<file path="config.mk">
export PLATFORM = sky130hd
export DESIGN_NAME = bcd_disp_ctrl
export DESIGN_NICKNAME = d
export VERILOG_FILES = /design/src/rtl/bcd_disp_ctrl.sv
export SDC_FILE = /design/constraint.sdc
export NUM_CORES = 1
export LEC_CHECK = 0
export ABC_AREA = 1
export CORE_ASPECT_RATIO = 1.4
export CORE_MARGIN = 2
export CORE_UTILIZATION = 54
export DETAILED_ROUTE_END_ITERATION = 10
export PLACE_DENSITY = 0.8
export SYNTH_ARGS = -nofsm -noshare
export SYNTH_HDL_FRONTEND = slang
export SYNTH_SLANG_ARGS = --single-unit
</file>
<file path="constraint.sdc">
create_clock -name clk -period 4.55 [get_ports clk]
set_input_delay 0.91 -clock clk [delete_from_list [all_inputs] [get_ports clk]]
set_output_delay 0.91 -clock clk [all_outputs]
set_load 0.1 [all_outputs]
</file>
<file path="src/rtl/bcd_disp_ctrl.sv">
// bcd_disp_ctrl: sequences a shared binary-to-BCD converter and scans the packed-BCD
// result onto a common-anode multiplexed 7-segment display.
//
// Ports:
//   clk, rst        clock (rising edge) and asynchronous active-high reset
//   value_i         binary sample, qualified by the 1-cycle strobe value_vld_i
//   conv_en_o       1-cycle converter start strobe
//   conv_data_o     converter operand, held from ISSUE through LATCH
//   conv_data_i     packed BCD result from the converter (digit 0 in [3:0])
//   conv_rdy_i      converter done level
//   busy_o          a conversion is in flight (ISSUE/WAIT/LATCH)
//   err_o           sticky conversion-timeout flag, cleared by rst only
//   an_o            one-hot active-low digit enables
//   seg_o           active-low segments {g,f,e,d,c,b,a}
//
// Build option: define LEADING_ZERO_BLANK_EN to blank digits above the most-significant
// nonzero digit (digit 0 is always shown).
module bcd_disp_ctrl #(
    parameter int unsigned DATA_IN_WIDTH = 16,
    parameter int unsigned DIGITS        = 5,
    parameter int unsigned REFRESH_DIV   = 50000,
    parameter int unsigned TIMEOUT       = 255
) (
    input  logic                     clk,
    input  logic                     rst,
    input  logic [DATA_IN_WIDTH-1:0] value_i,
    input  logic                     value_vld_i,
    output logic                     conv_en_o,
    output logic [DATA_IN_WIDTH-1:0] conv_data_o,
    input  logic [4*DIGITS-1:0]      conv_data_i,
    input  logic                     conv_rdy_i,
    output logic                     busy_o,
    output logic                     err_o,
    output logic [DIGITS-1:0]        an_o,
    output logic [6:0]               seg_o
);

    localparam int unsigned BCD_W = 4 * DIGITS;
    localparam int unsigned CNT_W = $clog2(TIMEOUT + 1);
    localparam int unsigned DIV_W = (REFRESH_DIV > 1) ? $clog2(REFRESH_DIV) : 1;
    localparam int unsigned IDX_W = (DIGITS > 1) ? $clog2(DIGITS) : 1;

    localparam logic [CNT_W-1:0] CNT_LAST = CNT_W'(TIMEOUT - 1);
    localparam logic [DIV_W-1:0] DIV_LAST = DIV_W'(REFRESH_DIV - 1);
    localparam logic [IDX_W-1:0] IDX_LAST = IDX_W'(DIGITS - 1);

    typedef enum logic [2:0] {
        ST_BOOT,
        ST_IDLE,
        ST_ISSUE,
        ST_WAIT,
        ST_LATCH
    } state_t;

    state_t                   r_state, w_state_nxt;
    logic [CNT_W-1:0]         r_cnt, w_cnt_nxt;
    logic                     r_pend, w_pend_nxt;
    logic [DATA_IN_WIDTH-1:0] r_pend_data, w_pend_data_nxt;
    logic [BCD_W-1:0]         r_digits, w_digits_nxt;
    logic [DATA_IN_WIDTH-1:0] w_op_nxt;
    logic                     w_err_nxt;
    logic                     w_en_nxt;
    logic                     w_busy_nxt;

    logic [DIV_W-1:0]         r_div, w_div_nxt;
    logic [IDX_W-1:0]         r_idx, w_idx_nxt;
    logic [3:0]               w_nib;
    logic                     w_blank;
    logic [DIGITS-1:0]        w_an_nxt;
    logic [6:0]               w_seg_nxt;

    // Active-low {g,f,e,d,c,b,a}; non-decimal nibbles go dark.
    function automatic logic [6:0] seg_decode(input logic [3:0] nib);
        case (nib)
            4'd0:    seg_decode = 7'h40;
            4'd1:    seg_decode = 7'h79;
            4'd2:    seg_decode = 7'h24;
            4'd3:    seg_decode = 7'h30;
            4'd4:    seg_decode = 7'h19;
            4'd5:    seg_decode = 7'h12;
            4'd6:    seg_decode = 7'h02;
            4'd7:    seg_decode = 7'h78;
            4'd8:    seg_decode = 7'h00;
            4'd9:    seg_decode = 7'h10;
            default: seg_decode = 7'h7F;
        endcase
    endfunction

    // State register.
    always_ff @(posedge clk or posedge rst) begin
        if (rst) begin
            r_state <= ST_BOOT;
        end else begin
            r_state <= w_state_nxt;
        end
    end

    // Next-state and sequencing datapath.
    always_comb begin
        w_state_nxt     = r_state;
        w_cnt_nxt       = r_cnt;
        w_pend_nxt      = r_pend;
        w_pend_data_nxt = r_pend_data;
        w_digits_nxt    = r_digits;
        w_op_nxt        = conv_data_o;
        w_err_nxt       = err_o;

        // Any strobe not launched directly from IDLE becomes the pending sample (latest wins).
        if (value_vld_i) begin
            w_pend_nxt      = 1'b1;
            w_pend_data_nxt = value_i;
        end

        case (r_state)
            ST_BOOT: begin
                w_cnt_nxt = r_cnt + 1'b1;
                if (r_cnt == CNT_LAST) begin
                    w_cnt_nxt   = '0;
                    w_state_nxt = ST_IDLE;
                end
            end
            ST_IDLE: begin
                if (value_vld_i) begin
                    w_op_nxt    = value_i;
                    w_pend_nxt  = 1'b0;
                    w_state_nxt = ST_ISSUE;
                end else if (r_pend) begin
                    w_op_nxt    = r_pend_data;
                    w_pend_nxt  = 1'b0;
                    w_state_nxt = ST_ISSUE;
                end
            end
            ST_ISSUE: begin
                w_cnt_nxt   = '0;
                w_state_nxt = ST_WAIT;
            end
            ST_WAIT: begin
                w_cnt_nxt = r_cnt + 1'b1;
                // rdy is still the stale level during the first WAIT cycle.
                if ((r_cnt != '0) && conv_rdy_i) begin
                    w_state_nxt = ST_LATCH;
                end else if (r_cnt == CNT_LAST) begin
                    w_err_nxt   = 1'b1;
                    w_state_nxt = ST_IDLE;
                end
            end
            ST_LATCH: begin
                w_digits_nxt = conv_data_i;
                w_state_nxt  = ST_IDLE;
            end
            default: begin
                w_state_nxt = ST_BOOT;
            end
        endcase

        w_en_nxt   = (w_state_nxt == ST_ISSUE);
        w_busy_nxt = (w_state_nxt == ST_ISSUE) || (w_state_nxt == ST_WAIT) ||
                     (w_state_nxt == ST_LATCH);
    end

    // Sequencing registers and registered control outputs.
    always_ff @(posedge clk or posedge rst) begin
        if (rst) begin
            r_cnt       <= '0;
            r_pend      <= 1'b0;
            r_pend_data <= '0;
            r_digits    <= '0;
            conv_en_o   <= 1'b0;
            conv_data_o <= '0;
            busy_o      <= 1'b0;
            err_o       <= 1'b0;
        end else begin
            r_cnt       <= w_cnt_nxt;
            r_pend      <= w_pend_nxt;
            r_pend_data <= w_pend_data_nxt;
            r_digits    <= w_digits_nxt;
            conv_en_o   <= w_en_nxt;
            conv_data_o <= w_op_nxt;
            busy_o      <= w_busy_nxt;
            err_o       <= w_err_nxt;
        end
    end

`ifdef LEADING_ZERO_BLANK_EN
    logic [DIGITS-1:0] w_upper_zero;

    // Bit i set when digit i and every digit above it are zero.
    always_comb begin : lzb_scan
        logic acc;
        acc          = 1'b1;
        w_upper_zero = '0;
        for (int i = int'(DIGITS) - 1; i >= 0; i--) begin
            acc             = acc & (r_digits[4*i +: 4] == 4'd0);
            w_upper_zero[i] = acc;
        end
    end
`endif

    // Refresh divider, digit index and segment/anode selection.
    always_comb begin
        w_div_nxt = r_div + 1'b1;
        w_idx_nxt = r_idx;
        if (r_div == DIV_LAST) begin
            w_div_nxt = '0;
            w_idx_nxt = (r_idx == IDX_LAST) ? '0 : r_idx + 1'b1;
        end

        w_nib   = 4'd0;
        w_blank = 1'b0;
        for (int unsigned i = 0; i < DIGITS; i++) begin
            if (r_idx == IDX_W'(i)) begin
                w_nib = r_digits[4*i +: 4];
`ifdef LEADING_ZERO_BLANK_EN
                w_blank = (i != 0) && w_upper_zero[i];
`endif
            end
        end

        w_seg_nxt = w_blank ? 7'h7F : seg_decode(w_nib);
        w_an_nxt  = ~(DIGITS'(1) << r_idx);
    end

    // Scan registers; anode and segments update together.
    always_ff @(posedge clk or posedge rst) begin
        if (rst) begin
            r_div <= '0;
            r_idx <= '0;
            an_o  <= '1;
            seg_o <= 7'h7F;
        end else begin
            r_div <= w_div_nxt;
            r_idx <= w_idx_nxt;
            an_o  <= w_an_nxt;
            seg_o <= w_seg_nxt;
        end
    end

endmodule

</file>
==> flow_metrics.env <==
export IMPL_power_density_nw_per_um2=689
export IMPL_num_antenna_cells=0
export IMPL_ir_drop_mv=0.579
export IMPL_holdCritStartpoint="r_div[0]$_DFF_PP0_"
export IMPL_routed_wl_um=9410
export IMPL_clock_skew_ns=0.00385
export IMPL_ys_types=34
export IMPL_slowest_delay_ns=1.12
export IMPL_synthArstFlopShare_pct=100
export IMPL_cts_num_sinks=98
export IMPL_cts_resized=0
export IMPL_path_max_fanout=1
export IMPL_dieArea_um2=9200
export IMPL_core_area_um2=8200
export IMPL_final_setup_viol_count=0
export IMPL_rsz0062_at_grt="false"
export IMPL_via_count=3285
export IMPL_cp_end_kind="primary output"
export IMPL_die_h_um=113
export IMPL_die_x_um=81.7
export IMPL_hold_end="r_div[0]$_DFF_PP0_"
export IMPL_hold_class="flip-flop to flip-flop"
export IMPL_critical_path_top_delay_family="buffers and inverters"
export IMPL_synth_top_area_cell="dfrtp_1"
export IMPL_crit_chain="clkdlybuf4s50_1"
export IMPL_synth_area_leaders="dfrtp_1 47%, mux2_2 8.9%, dfstp_2 6.9%"
export IMPL_cts_root_buffer_cell="clkbuf_16"
export IMPL_initial_core_util_pct=55.6
export IMPL_antenna_found_initial=0
export IMPL_avgViaCountPerCell=5.20
export IMPL_period_minus_slack_ns=2.90
export IMPL_synth_fp_nets=503
export IMPL_critPathLaunchType="flip-flop"
export IMPL_holdPathStages=1
export IMPL_grt_pass1_vias=3442
export IMPL_synth_top_area_share_pct=47.2
export IMPL_synth_area_um2=4560
export IMPL_cp_data_arrival_time_ns=1.99
export IMPL_cts_max_path_buffers=2
export IMPL_htreeDepth=3
export IMPL_hpwl_um=6670
export IMPL_outcome="finished, final reports clean"
export IMPL_grt_overflow=0
export IMPL_synth_avg_cell_area_um2=10.2
export IMPL_ctsHoldBuffers=0
export IMPL_synth_main_ff_cell="dfrtp_1"
export IMPL_timing_hold_ws_ns=0.473
export IMPL_critPathSlowestCell="clkdlybuf4s50_1"
export IMPL_synth_cells=449
export IMPL_yosysMostFrequentCell="dfrtp_1"
export IMPL_synth_common_cells="86 x dfrtp_1, 62 x nand2_1, 60 x inv_1"
export IMPL_fin_util_pct=69.3
export IMPL_syn_to_final_growth_pct=24.6
export IMPL_drt_iter0_drc=145
export IMPL_reg2reg_to="seg_o[3]$_DFF_PP1_"
export IMPL_leakagePower_uw=0.00265
export IMPL_period_share_pct=63.7
export IMPL_rows=39
export IMPL_synth_edf_count=0
export IMPL_crit_buf_inv=1
export IMPL_hold_viol=0
export IMPL_cts_setup_buffers=0
export IMPL_postRouteAntennaNets=0
export IMPL_drc=0
export IMPL_reg2reg_from="r_idx[1]$_DFFE_PP0N_"
export IMPL_place_ws_ns=1.74
export IMPL_slew_limit_headroom_pct=19.1
export IMPL_critPathKind="flip-flop to primary output"
export IMPL_globalplace_congestion=0.876
export IMPL_layout_drive_gt1_share_pct=17.2
export IMPL_synth_seq_cells=98
export IMPL_ys_warn_count=0
export IMPL_ioPinCount=71
export IMPL_critPathRequiredTime_ns=3.64
export IMPL_setup_slack_ns=1.65
export IMPL_worstMarginPinSlew_ns=1.21
export IMPL_grt_pass1_wl_um=15600
export IMPL_dr_pass1_iters=4
export IMPL_tns_ns=0
export IMPL_ys_seq_area_share_pct=54.1
export IMPL_path_clk_slew_ns=0.06
export IMPL_wl_per_cell_um=14.9
export IMPL_reg2reg_depth=13
export IMPL_clock_latency_ns=0.34
export IMPL_drv_cap=0
export IMPL_r2r_slack_ns=2.41
export IMPL_maxSlewViolCount=0
export IMPL_grt_max_degree=59
export IMPL_tritoncts="yes"
export IMPL_grt_util_all_layers_pct=22.0
export IMPL_cts_buffers=9
export IMPL_final_nets=579
export IMPL_port_buffers=70
export IMPL_max_freq_mhz=345
[cell families (layout without fill, tap and decap cells)]
kind of cell               count (synthesis)  in the layout  synth area share, %
AOI/OAI and AO/OA                         33             33                 3.81
xor gates and xnor gates                  10             10                 1.92
adders and majority gates                 14             14                 3.84
buffers and inverters                     72            153                 6.42
DFF                                       98             98                 54.1
muxes                                     44             44                 11.5
and+or+nand+nor                          178            178                 18.4
[metrics by stage]
stage                     total power (µW)  instances  area (µm²)
after global routing                  4100        632        5680
after CTS                             3940        632        5680
after global placement                3060        616        5360
after detailed placement              3110        616        5360
final                                 3910        632        5680
after floorplan                       2710        449        4560
[cell type report]
type / count / area [µm²]
Clock inverter: 5 / 77.6
Timing Repair Buffer: 73 / 723
Fill cell: 617 / 2520
Sequential cell: 98 / 2470
Tap cell: 102 / 128
Multi-Input combinational cell: 279 / 1800
Clock buffer: 11 / 243
Inverter: 64 / 241
[worst max-delay path by stage]
stage	from	endpoint	depth (start not counted)
floorplan	rst	busy_o$_DFF_PP0_	1
global placement	value_vld_i	conv_data_o[8]$_DFFE_PP0P_	5
detailed placement	value_vld_i	conv_data_o[11]$_DFFE_PP0P_	5
CTS	an_o[4]$_DFF_PP1_	an_o[4]	1
global route	seg_o[3]$_DFF_PP1_	seg_o[3]	1
finish	an_o[4]$_DFF_PP1_	an_o[4]	1
[power by group]
group          total [µW]  internal (µW)  switching (µW)  leakage [µW]
logic                1830            541            1290       0.00132
registers            1280           1150             132       0.00118
clock network         804            495             309      0.000156
[flip-flops by register name, summed over array words and instances, names as in the netlist]
register,cells
an_o,5
busy_o,1
conv_data_o,16
conv_en_o,1
err_o,1
r_cnt,8
r_digits,20
r_div,16
r_idx,3
r_pend,1
r_pend_data,16
r_state,3
seg_o,7
[placed cells by master (no fill, tap or decap), types with 3 or more instances in the layout]
cell type,count
clkbuf_16,9
clkinv_2,3
dfstp_2,12
nand2_4,5
nand4_1,12
a21oi_1,18
clkdlybuf4s50_1,70
nor4_1,4
mux2_2,36
buf_4,3
ha_1,14
nand2_1,62
xor2_1,8
nor2_1,47
nand3_1,31
o21ai_0,8
inv_2,4
o21ai_1,3
mux2_4,8
dfrtp_1,86
inv_1,59
nor3_1,4
[routing by layer]
layer	vias to the layer above	wire length, µm	track usage [%]
met5	-	0	0
met4	0	172	8.22
met3	16	332	4.94
met2	71	5140	38.9
met1	1597	3760	25.8
li1	1601	-	-
Note: power is estimated with default switching activity, not from simulation.
